File: src/rtl/or16_result_stage_if.sv
// Handshake bundle between the OR16 datapath, the result stage and its consumer.
// The acc_en select exists only when OR16_STAGE_ACCUM_EN is defined.
interface or16_result_stage_if;
   logic        in_valid;
   logic        in_ready;
   logic [15:0] in_data;
`ifdef OR16_STAGE_ACCUM_EN
   logic        acc_en;
`endif
   logic        out_valid;
   logic        out_ready;
   logic [15:0] out_data;
   logic        out_zr;
   logic        out_ng;

   modport master (
`ifdef OR16_STAGE_ACCUM_EN
      output acc_en,
`endif
      output in_valid, in_data, out_ready,
      input  in_ready, out_valid, out_data, out_zr, out_ng
   );

   modport slave (
`ifdef OR16_STAGE_ACCUM_EN
      input  acc_en,
`endif
      input  in_valid, in_data, out_ready,
      output in_ready, out_valid, out_data, out_zr, out_ng
   );
endinterface

File: src/rtl/or16_result_stage.sv
// Registered OR16 result stage: 2-entry skid buffer with zero/negative flags.
// Define OR16_STAGE_ACCUM_EN to add the acc_en input and OR-accumulator.
module or16_result_stage (
   input logic                clk,
   input logic                reset,
   or16_result_stage_if.slave bus
);
   typedef enum logic [1:0] {
      EMPTY = 2'd0,
      ONE   = 2'd1,
      FULL  = 2'd2
   } state_t;

   state_t      state_q, state_d;
   logic [15:0] main_q, main_d;
   logic [15:0] skid_q, skid_d;
   logic        zr_q, zr_d;
   logic        ng_q, ng_d;
   logic        in_ready_q, in_ready_d;
   logic        load_main;
   logic        accept;
   logic        deliver;
   logic [15:0] word;

   assign accept  = bus.in_valid && in_ready_q;
   assign deliver = (state_q != EMPTY) && bus.out_ready;

`ifdef OR16_STAGE_ACCUM_EN
   logic [15:0] acc_q, acc_d;

   assign word = bus.acc_en ? (bus.in_data | acc_q) : bus.in_data;

   always_comb begin
      acc_d = acc_q;
      if (accept) begin
         acc_d = word;
      end
   end

   always_ff @(posedge clk) begin
      if (reset) begin
         acc_q <= 16'h0000;
      end else begin
         acc_q <= acc_d;
      end
   end
`else
   assign word = bus.in_data;
`endif

   always_comb begin
      state_d   = state_q;
      main_d    = main_q;
      skid_d    = skid_q;
      load_main = 1'b0;
      case (state_q)
         EMPTY: begin
            if (accept) begin
               state_d   = ONE;
               main_d    = word;
               load_main = 1'b1;
            end
         end
         ONE: begin
            if (accept && deliver) begin
               main_d    = word;
               load_main = 1'b1;
            end else if (accept) begin
               state_d = FULL;
               skid_d  = word;
            end else if (deliver) begin
               state_d = EMPTY;
            end
         end
         FULL: begin
            // in_ready is low here, so only a delivery can change anything
            if (deliver) begin
               state_d   = ONE;
               main_d    = skid_q;
               load_main = 1'b1;
            end
         end
         default: begin
            state_d = EMPTY;
         end
      endcase

      zr_d       = load_main ? (main_d == 16'h0000) : zr_q;
      ng_d       = load_main ? main_d[15] : ng_q;
      in_ready_d = (state_d != FULL);
   end

   always_ff @(posedge clk) begin
      if (reset) begin
         state_q    <= EMPTY;
         main_q     <= 16'h0000;
         skid_q     <= 16'h0000;
         zr_q       <= 1'b0;
         ng_q       <= 1'b0;
         in_ready_q <= 1'b1;
      end else begin
         state_q    <= state_d;
         main_q     <= main_d;
         skid_q     <= skid_d;
         zr_q       <= zr_d;
         ng_q       <= ng_d;
         in_ready_q <= in_ready_d;
      end
   end

   assign bus.in_ready  = in_ready_q;
   assign bus.out_valid = (state_q != EMPTY);
   assign bus.out_data  = main_q;
   assign bus.out_zr    = zr_q;
   assign bus.out_ng    = ng_q;
endmodule

File: src/flat_wrapper.sv
// flat-port wrapper written by rule: the top's interface ports become plain ports
module or16_result_stage_flat 
  (clk, reset, bus_in_valid, bus_in_data, bus_out_ready, bus_in_ready, bus_out_valid, bus_out_data, bus_out_zr, bus_out_ng);
  or16_result_stage_if bus_i ();
  input logic clk;
  input logic reset;
  input wire logic [$bits(bus_i.in_valid)-1:0] bus_in_valid;
  input wire logic [$bits(bus_i.in_data)-1:0] bus_in_data;
  input wire logic [$bits(bus_i.out_ready)-1:0] bus_out_ready;
  output wire logic [$bits(bus_i.in_ready)-1:0] bus_in_ready;
  output wire logic [$bits(bus_i.out_valid)-1:0] bus_out_valid;
  output wire logic [$bits(bus_i.out_data)-1:0] bus_out_data;
  output wire logic [$bits(bus_i.out_zr)-1:0] bus_out_zr;
  output wire logic [$bits(bus_i.out_ng)-1:0] bus_out_ng;
  assign bus_i.in_valid = bus_in_valid;
  assign bus_i.in_data = bus_in_data;
  assign bus_i.out_ready = bus_out_ready;
  assign bus_in_ready = bus_i.in_ready;
  assign bus_out_valid = bus_i.out_valid;
  assign bus_out_data = bus_i.out_data;
  assign bus_out_zr = bus_i.out_zr;
  assign bus_out_ng = bus_i.out_ng;
  or16_result_stage u_core (.clk(clk), .reset(reset), .bus(bus_i));
endmodule
File: config.mk
export PLATFORM = sky130hd
export DESIGN_NAME = or16_result_stage_flat
export DESIGN_NICKNAME = d
export VERILOG_FILES = /design/src/rtl/or16_result_stage_if.sv /design/src/rtl/or16_result_stage.sv /design/src/flat_wrapper.sv
export SDC_FILE = /design/constraint.sdc
export NUM_CORES = 1
export LEC_CHECK = 0
export ABC_AREA = 1
export CAP_MARGIN = 20
export CORE_MARGIN = 1
export CORE_UTILIZATION = 50
export CTS_CLUSTER_DIAMETER = 80
export DETAILED_ROUTE_END_ITERATION = 10
export PLACE_DENSITY = 0.79
export SLEW_MARGIN = 20
export SYNTH_ARGS = -nofsm -noshare
export SYNTH_HDL_FRONTEND = slang
export SYNTH_SLANG_ARGS = --single-unit
File: constraint.sdc
create_clock -name clk -period 1.8 [get_ports clk]
set_clock_uncertainty 0.15 [all_clocks]
set_input_delay 0.18 -clock clk [delete_from_list [all_inputs] [get_ports clk]]
set_output_delay 0.18 -clock clk [all_outputs]
set_load 0.05 [all_outputs]
==> flow_summary.ini, run 1 <==
[logic_synthesis]
yosys_warnings = 0
synth_xor_area_share_pct = 0
synthSimpleGateAreaFrac_pct = 37.8
ys_ff_latch = 37
syn_area_mm2 = 0.00181
synth_cells = 254
synth_top_family_by_area = simple AND/OR/NAND/NOR gates
synth-seq-area-share_pct = 41.0
synth.area.mux_share_pct = 0
synth.avg_cell_area_um2 = 7.11
synth_fa_ha_area_share_pct = 0
synth_cell_type_count = 24
synth_fp_nets = 274
synth_compound_area_share_pct = 13.6

[setup_path]
path_max_fanout = 4
critPathCaptureType = register
path_class = reg -> reg
required_ns = 1.95
critPathLaunchType = register
critical_path_arrival_ns = 1.82

[floorplanning]
die_h_um = 62.1
rows = 21
start_util_pct = 53.3
die_area_mm2 = 0.00386
core_area_mm2 = 0.00339
die_w_um = 62.1
ioPinCount = 40

[place]
dp_cells = 360
pre_cts_slack_ns = -0.202
portBuffers = 39
place_congestion = 0.869
dp_hpwl_um = 3410

[power_and_ir_drop]
leakagePower_nw = 1.19
power.density_mw_per_mm2 = 738
ir_worst_vdd_uv = 634

[clocking]
clock-sinks = 37
clockRootBuffer = clkbuf_4
clockBufferDepth = 2
cts_tree = yes
numCtsBuffers = 5
clk_latency_ns = 0.35
path_clk_slew_ns = 0.11
ctsHtreeMaxLevel = 2

[drt]
drtAntennaViolNets = 0
viasPerCell = 5.21
vias = 1912
drt-total-wl_um = 4700
drc = 0
drt_pre_antenna_iters = 4
drt_iter0_drc = 138
wl_per_cell_um = 12.8

[cells_and_area]
area_growth_pct = 38.5
final_cells = 367
antenna_cells = 0
final_core_util_pct = 73.8
num-nets-final = 341
layout_common_cells = nand2_1, buf_4, nor2_1
final_common_cell = nand2_1
drive_above_1_share_pct = 26.2

[global_route]
first_global_vias = 1647
grt_pass1_wl_um = 7220
grt-ovfl-total = 0
grt_max_degree = 19
grt_use_total_pct = 26.4
antenna_found_initial = 0

[status]
run_status = finished clean

[run]
maxCapViolCount = 0

[sta]
tns_ns = 0
hold_viol_final = 0
worst_slew_pin_slew_ns = 0.480
setup_slack_ns = 0.125
timing.hold.ws_ns = 0.236
finalSetupViolCount = 0
drv_slew = 0
clock.fmax_mhz = 597
period_needed_ns = 1.68
max-slew-margin-rel_pct = 68.1
period_share_pct = 93.1

[worst_hold_path]
hold_path_class = in -> reg
report_power, final:
part	internal [W]	switching, W	total, W	leakage, nW
Sequential	0.000862	0.0000322	0.000894	0.303
Combinational	0.000203	0.000297	0.000500	0.857
Clock	0.000184	0.000267	0.000451	0.0314
Total	0.00125	0.000596	0.00185	1.19
state kept, by name, summed over array words and instances, names as in the netlist:
name                 cells
u_core.bus.out_data     16
u_core.skid_q           16
u_core.state_q           2
u_core.bus.in_ready      1
u_core.bus.out_ng        1
u_core.bus.out_zr        1
path summary, 6_finish.rpt:
kind                            slack [ns]  cells past startpoint              start                end
worst max register to register        0.12                     12  u_core.state_q[0]  u_core.bus.out_zr
worst max-delay path                  0.12                     12  u_core.state_q[0]  u_core.bus.out_zr
worst min register to register        0.34                      2   u_core.skid_q[6]   u_core.skid_q[6]
worst min-delay path                  0.24                      3    bus_in_data[10]  u_core.skid_q[10]
metrics by stage:
step | total power, W | instance area (um2)
4_1_cts | 0.00184 | 2470
3_3_place_gp | 0.00140 | 2410
6_report | 0.00185 | 2500
2_1_floorplan | 0.00121 | 1810
5_1_grt | 0.00193 | 2500
3_5_place_dp | 0.00140 | 2410
Yosys cell counts:
library cell | count | area (um2)
a21oi_1 | 17 | 85.1
a21oi_2 | 1 | 8.76
a31oi_1 | 7 | 43.8
buf_1 | 1 | 3.75
buf_2 | 3 | 15.0
buf_6 | 3 | 33.8
clkbuf_1 | 3 | 11.3
dfxtp_1 | 37 | 741
inv_1 | 15 | 56.3
inv_2 | 3 | 11.3
inv_4 | 1 | 6.26
nand2_1 | 48 | 180
nand2_2 | 4 | 25.0
nand2_4 | 2 | 22.5
nand3_1 | 29 | 145
nand3_2 | 7 | 70.1
nand4_1 | 4 | 25.0
nor2_1 | 42 | 158
nor2_2 | 4 | 25.0
nor2_4 | 1 | 11.3
nor2_8 | 1 | 20.0
o21ai_0 | 16 | 80.1
o21ai_1 | 4 | 20.0
o21bai_1 | 1 | 7.51
what timing repair did:
item                                    4_1_cts  5_1_grt
setup buffers                                 0        0
endpoints found under the hold margin         0        0
endpoints found under the setup margin        2        1
pin swaps                                     0        0
hold buffers                                  0        0
resized for setup                             2        7
metal layers:
layer	up-vias	global-route usage, %	wire length (um)
met5	-	0	0
met1	867	33.5	2160
met3	7	6.42	269
li1	982	-	-
met4	0	9.52	76
met2	56	43.5	2190
worst max-delay path, stage by stage (launching register included):
cell and delay [ns]:
dfxtp_2 0.39, buf_4 0.15, nor2_4 0.05, buf_4 0.14, nand3_1 0.06, nand2_1 0.05
nor2_1 0.14, nand2_1 0.07, nor2_1 0.11, nand2_1 0.05, nor2_1 0.09, nand2_1 0.07
a21oi_2 0.10
kinds of logic (layout without fill, tap and decap cells):
| group | Yosys count | after routing |
|---|---|---|
| simple gates | 142 | 142 |
| compound gates | 46 | 46 |
| flops | 37 | 37 |
| buf+inv | 29 | 96 |
area by class of cell:
cell class	instances	area [um2]
Fill cell	269	890
Clock buffer	7	55.1
Sequential cell	37	747
Inverter	19	73.8
Multi-Input combinational cell	188	951
Timing Repair Buffer	70	616
Tap cell	46	57.6
Power figures use the tool's default switching activity.
==> inputs of run 2 (changes only) <==
--- a/config.mk
+++ b/config.mk
@@ -11,7 +11,9 @@
 export CORE_UTILIZATION = 50
 export CTS_CLUSTER_DIAMETER = 80
 export DETAILED_ROUTE_END_ITERATION = 10
+export GPL_ROUTABILITY_DRIVEN = 0
 export PLACE_DENSITY = 0.79
+export SETUP_SLACK_MARGIN = 0.3
 export SLEW_MARGIN = 20
 export SYNTH_ARGS = -nofsm -noshare
 export SYNTH_HDL_FRONTEND = slang
==> flow_summary.ini, run 2 (same netlist as run 1, synthesis figures left out) <==
[status]
violations = negative setup slack
run_status = complete, but fails checks

[floorplanning]
start_util_pct = 53.3
core_area_mm2 = 0.00339
rows = 21
die_h_um = 62.1
ioPinCount = 40
die_w_um = 62.1
die_area_mm2 = 0.00386

[cells_and_area]
antenna_cells = 0
final_common_cell = buf_4
drive_above_1_share_pct = 38.5
final_core_util_pct = 85.0
layout_common_cells = buf_4, nand2_1, dfxtp_1
fin_area_mm2 = 0.00288
num-nets-final = 354
area_growth_pct = 59.6

[setup_path]
critPathLaunchType = register
path_max_fanout = 7
critical_path_arrival_ns = 2.03
cp_slowest_cell = dfxtp_4
path_class = reg -> reg
critPathCaptureType = register
crit_chain = buf_8 -> nand2_8 -> nand2_8 -> nor2_2 -> nor2_2 -> nand2_2 -> nor2_1 -> nand2_1 -> nor2_1 -> nand2_1 -> a21oi_2
required_ns = 1.95
slowest_delay_ns = 0.42

[drt]
drt_iter0_drc = 304
vias = 2290
viasPerCell = 6.01
wl_per_cell_um = 18.1
drt-total-wl_um = 6890
drt_pre_antenna_iters = 6
drc = 0
drtAntennaViolNets = 0

[clocking]
ctsHtreeMaxLevel = 2
clockRootBuffer = clkbuf_4
cts_tree = yes
clockBufferDepth = 2
clock-sinks = 37
path_clk_slew_ns = 0.14
numCtsBuffers = 5
clk_latency_ns = 0.37
cts_hold_buf = 0

[power_and_ir_drop]
pwr-share-comb_pct = 30.6
power.density_mw_per_mm2 = 716
power.clock.fraction_pct = 25.6
p_sw_w = 0.000715
leakagePower_nw = 1.33
seqPwrFrac_pct = 43.9
swShare_pct = 34.6
ir_worst_vdd_uv = 524
p_int_w = 0.00135

[sta]
timing.hold.ws_ns = 0.215
clock.fmax_mhz = 532
hold_viol_final = 0
max-slew-margin-rel_pct = 74.2
worst_slew_pin_slew_ns = 0.386
finalSetupViolCount = 1
setup_slack_ns = -0.0793
drv_slew = 0
period_share_pct = 104
period_needed_ns = 1.88
tns_ns = -0.0793
rsz0062_at_grt = true

[place]
pre_cts_slack_ns = -0.188
dp_hpwl_um = 3580
portBuffers = 39
postPlaceCellArea_mm2 = 0.00242

[run]
maxCapViolCount = 0

[worst_hold_path]
hold_path_class = in -> reg

[global_route]
first_global_vias = 1719
grt-ovfl-total = 0
grt_max_degree = 19
antenna_found_initial = 0
grt_use_total_pct = 29.7
grt_pass1_wl_um = 8010
[run 2: repair_timing]
| item | 4_1_cts | 5_1_grt |
|---|---|---|
| cloned | 0 | 3 |
| setup endpoints to repair | 35 | 31 |
| buffers inserted | 5 | 5 |
| pin swaps | 13 | 23 |
| hold endpoints to repair | 0 | 0 |
| gates resized for setup | 22 | 53 |
[run 2: layout make-up]
| cell class | count | area (um2) |
|---|---|---|
| clock inverters | 1 | 5.00 |
| clock buffers | 7 | 65.1 |
| well taps | 46 | 57.6 |
| fillers | 164 | 508 |
| inverters | 19 | 88.8 |
| multi-input cells | 189 | 1130 |
| repair buffers | 82 | 781 |
| flip-flops and latches | 37 | 752 |
[run 2: worst paths after layout]
path	from	to	slack [ns]	depth (start not counted)
min reg2reg	u_core.bus.out_zr	u_core.bus.out_zr	0.35	2
max	u_core.state_q[0]	u_core.bus.out_zr	-0.08	11
max reg2reg	u_core.state_q[0]	u_core.bus.out_zr	-0.08	11
min	bus_in_data[2]	u_core.skid_q[2]	0.21	3
[run 2: worst max-delay path, delay by kind of cell (launching register included)]
| kind | cells | cell delay, ns |
|---|---|---|
| AO/OA/AOI/OAI | 1 | 0.12 |
| flip-flops | 1 | 0.42 |
| AND/OR/NAND/NOR | 9 | 0.96 |
| buffers and inverters | 1 | 0.14 |
[run 2: through the flow]
step | cells | total power, W
global placement | 360 | 0.00140
finish | 381 | 0.00206
detailed placement | 360 | 0.00141
global route | 381 | 0.00214
CTS | 373 | 0.00193
floorplan | 254 | 0.00121
[run 2: power by group through the flow]
stage	Sequential, W	Combinational (W)	Clock, W
global placement	0.000912	0.000487	0
finish	0.000905	0.000631	0.000527
global route	0.000908	0.000666	0.000570
CTS	0.000896	0.000520	0.000515
detailed placement	0.000914	0.000491	0
floorplan	0.000999	0.000211	0
[run 2: per-layer routing]
layer / GRT usage [%] / up-vias / share of wire (%)
li1: - / 1009 / -
met1: 39.4 / 1045 / 37
met2: 45.7 / 192 / 49
met3: 7.66 / 44 / 11
met4: 12.4 / 0 / 3.8
met5: 0 / - / 0
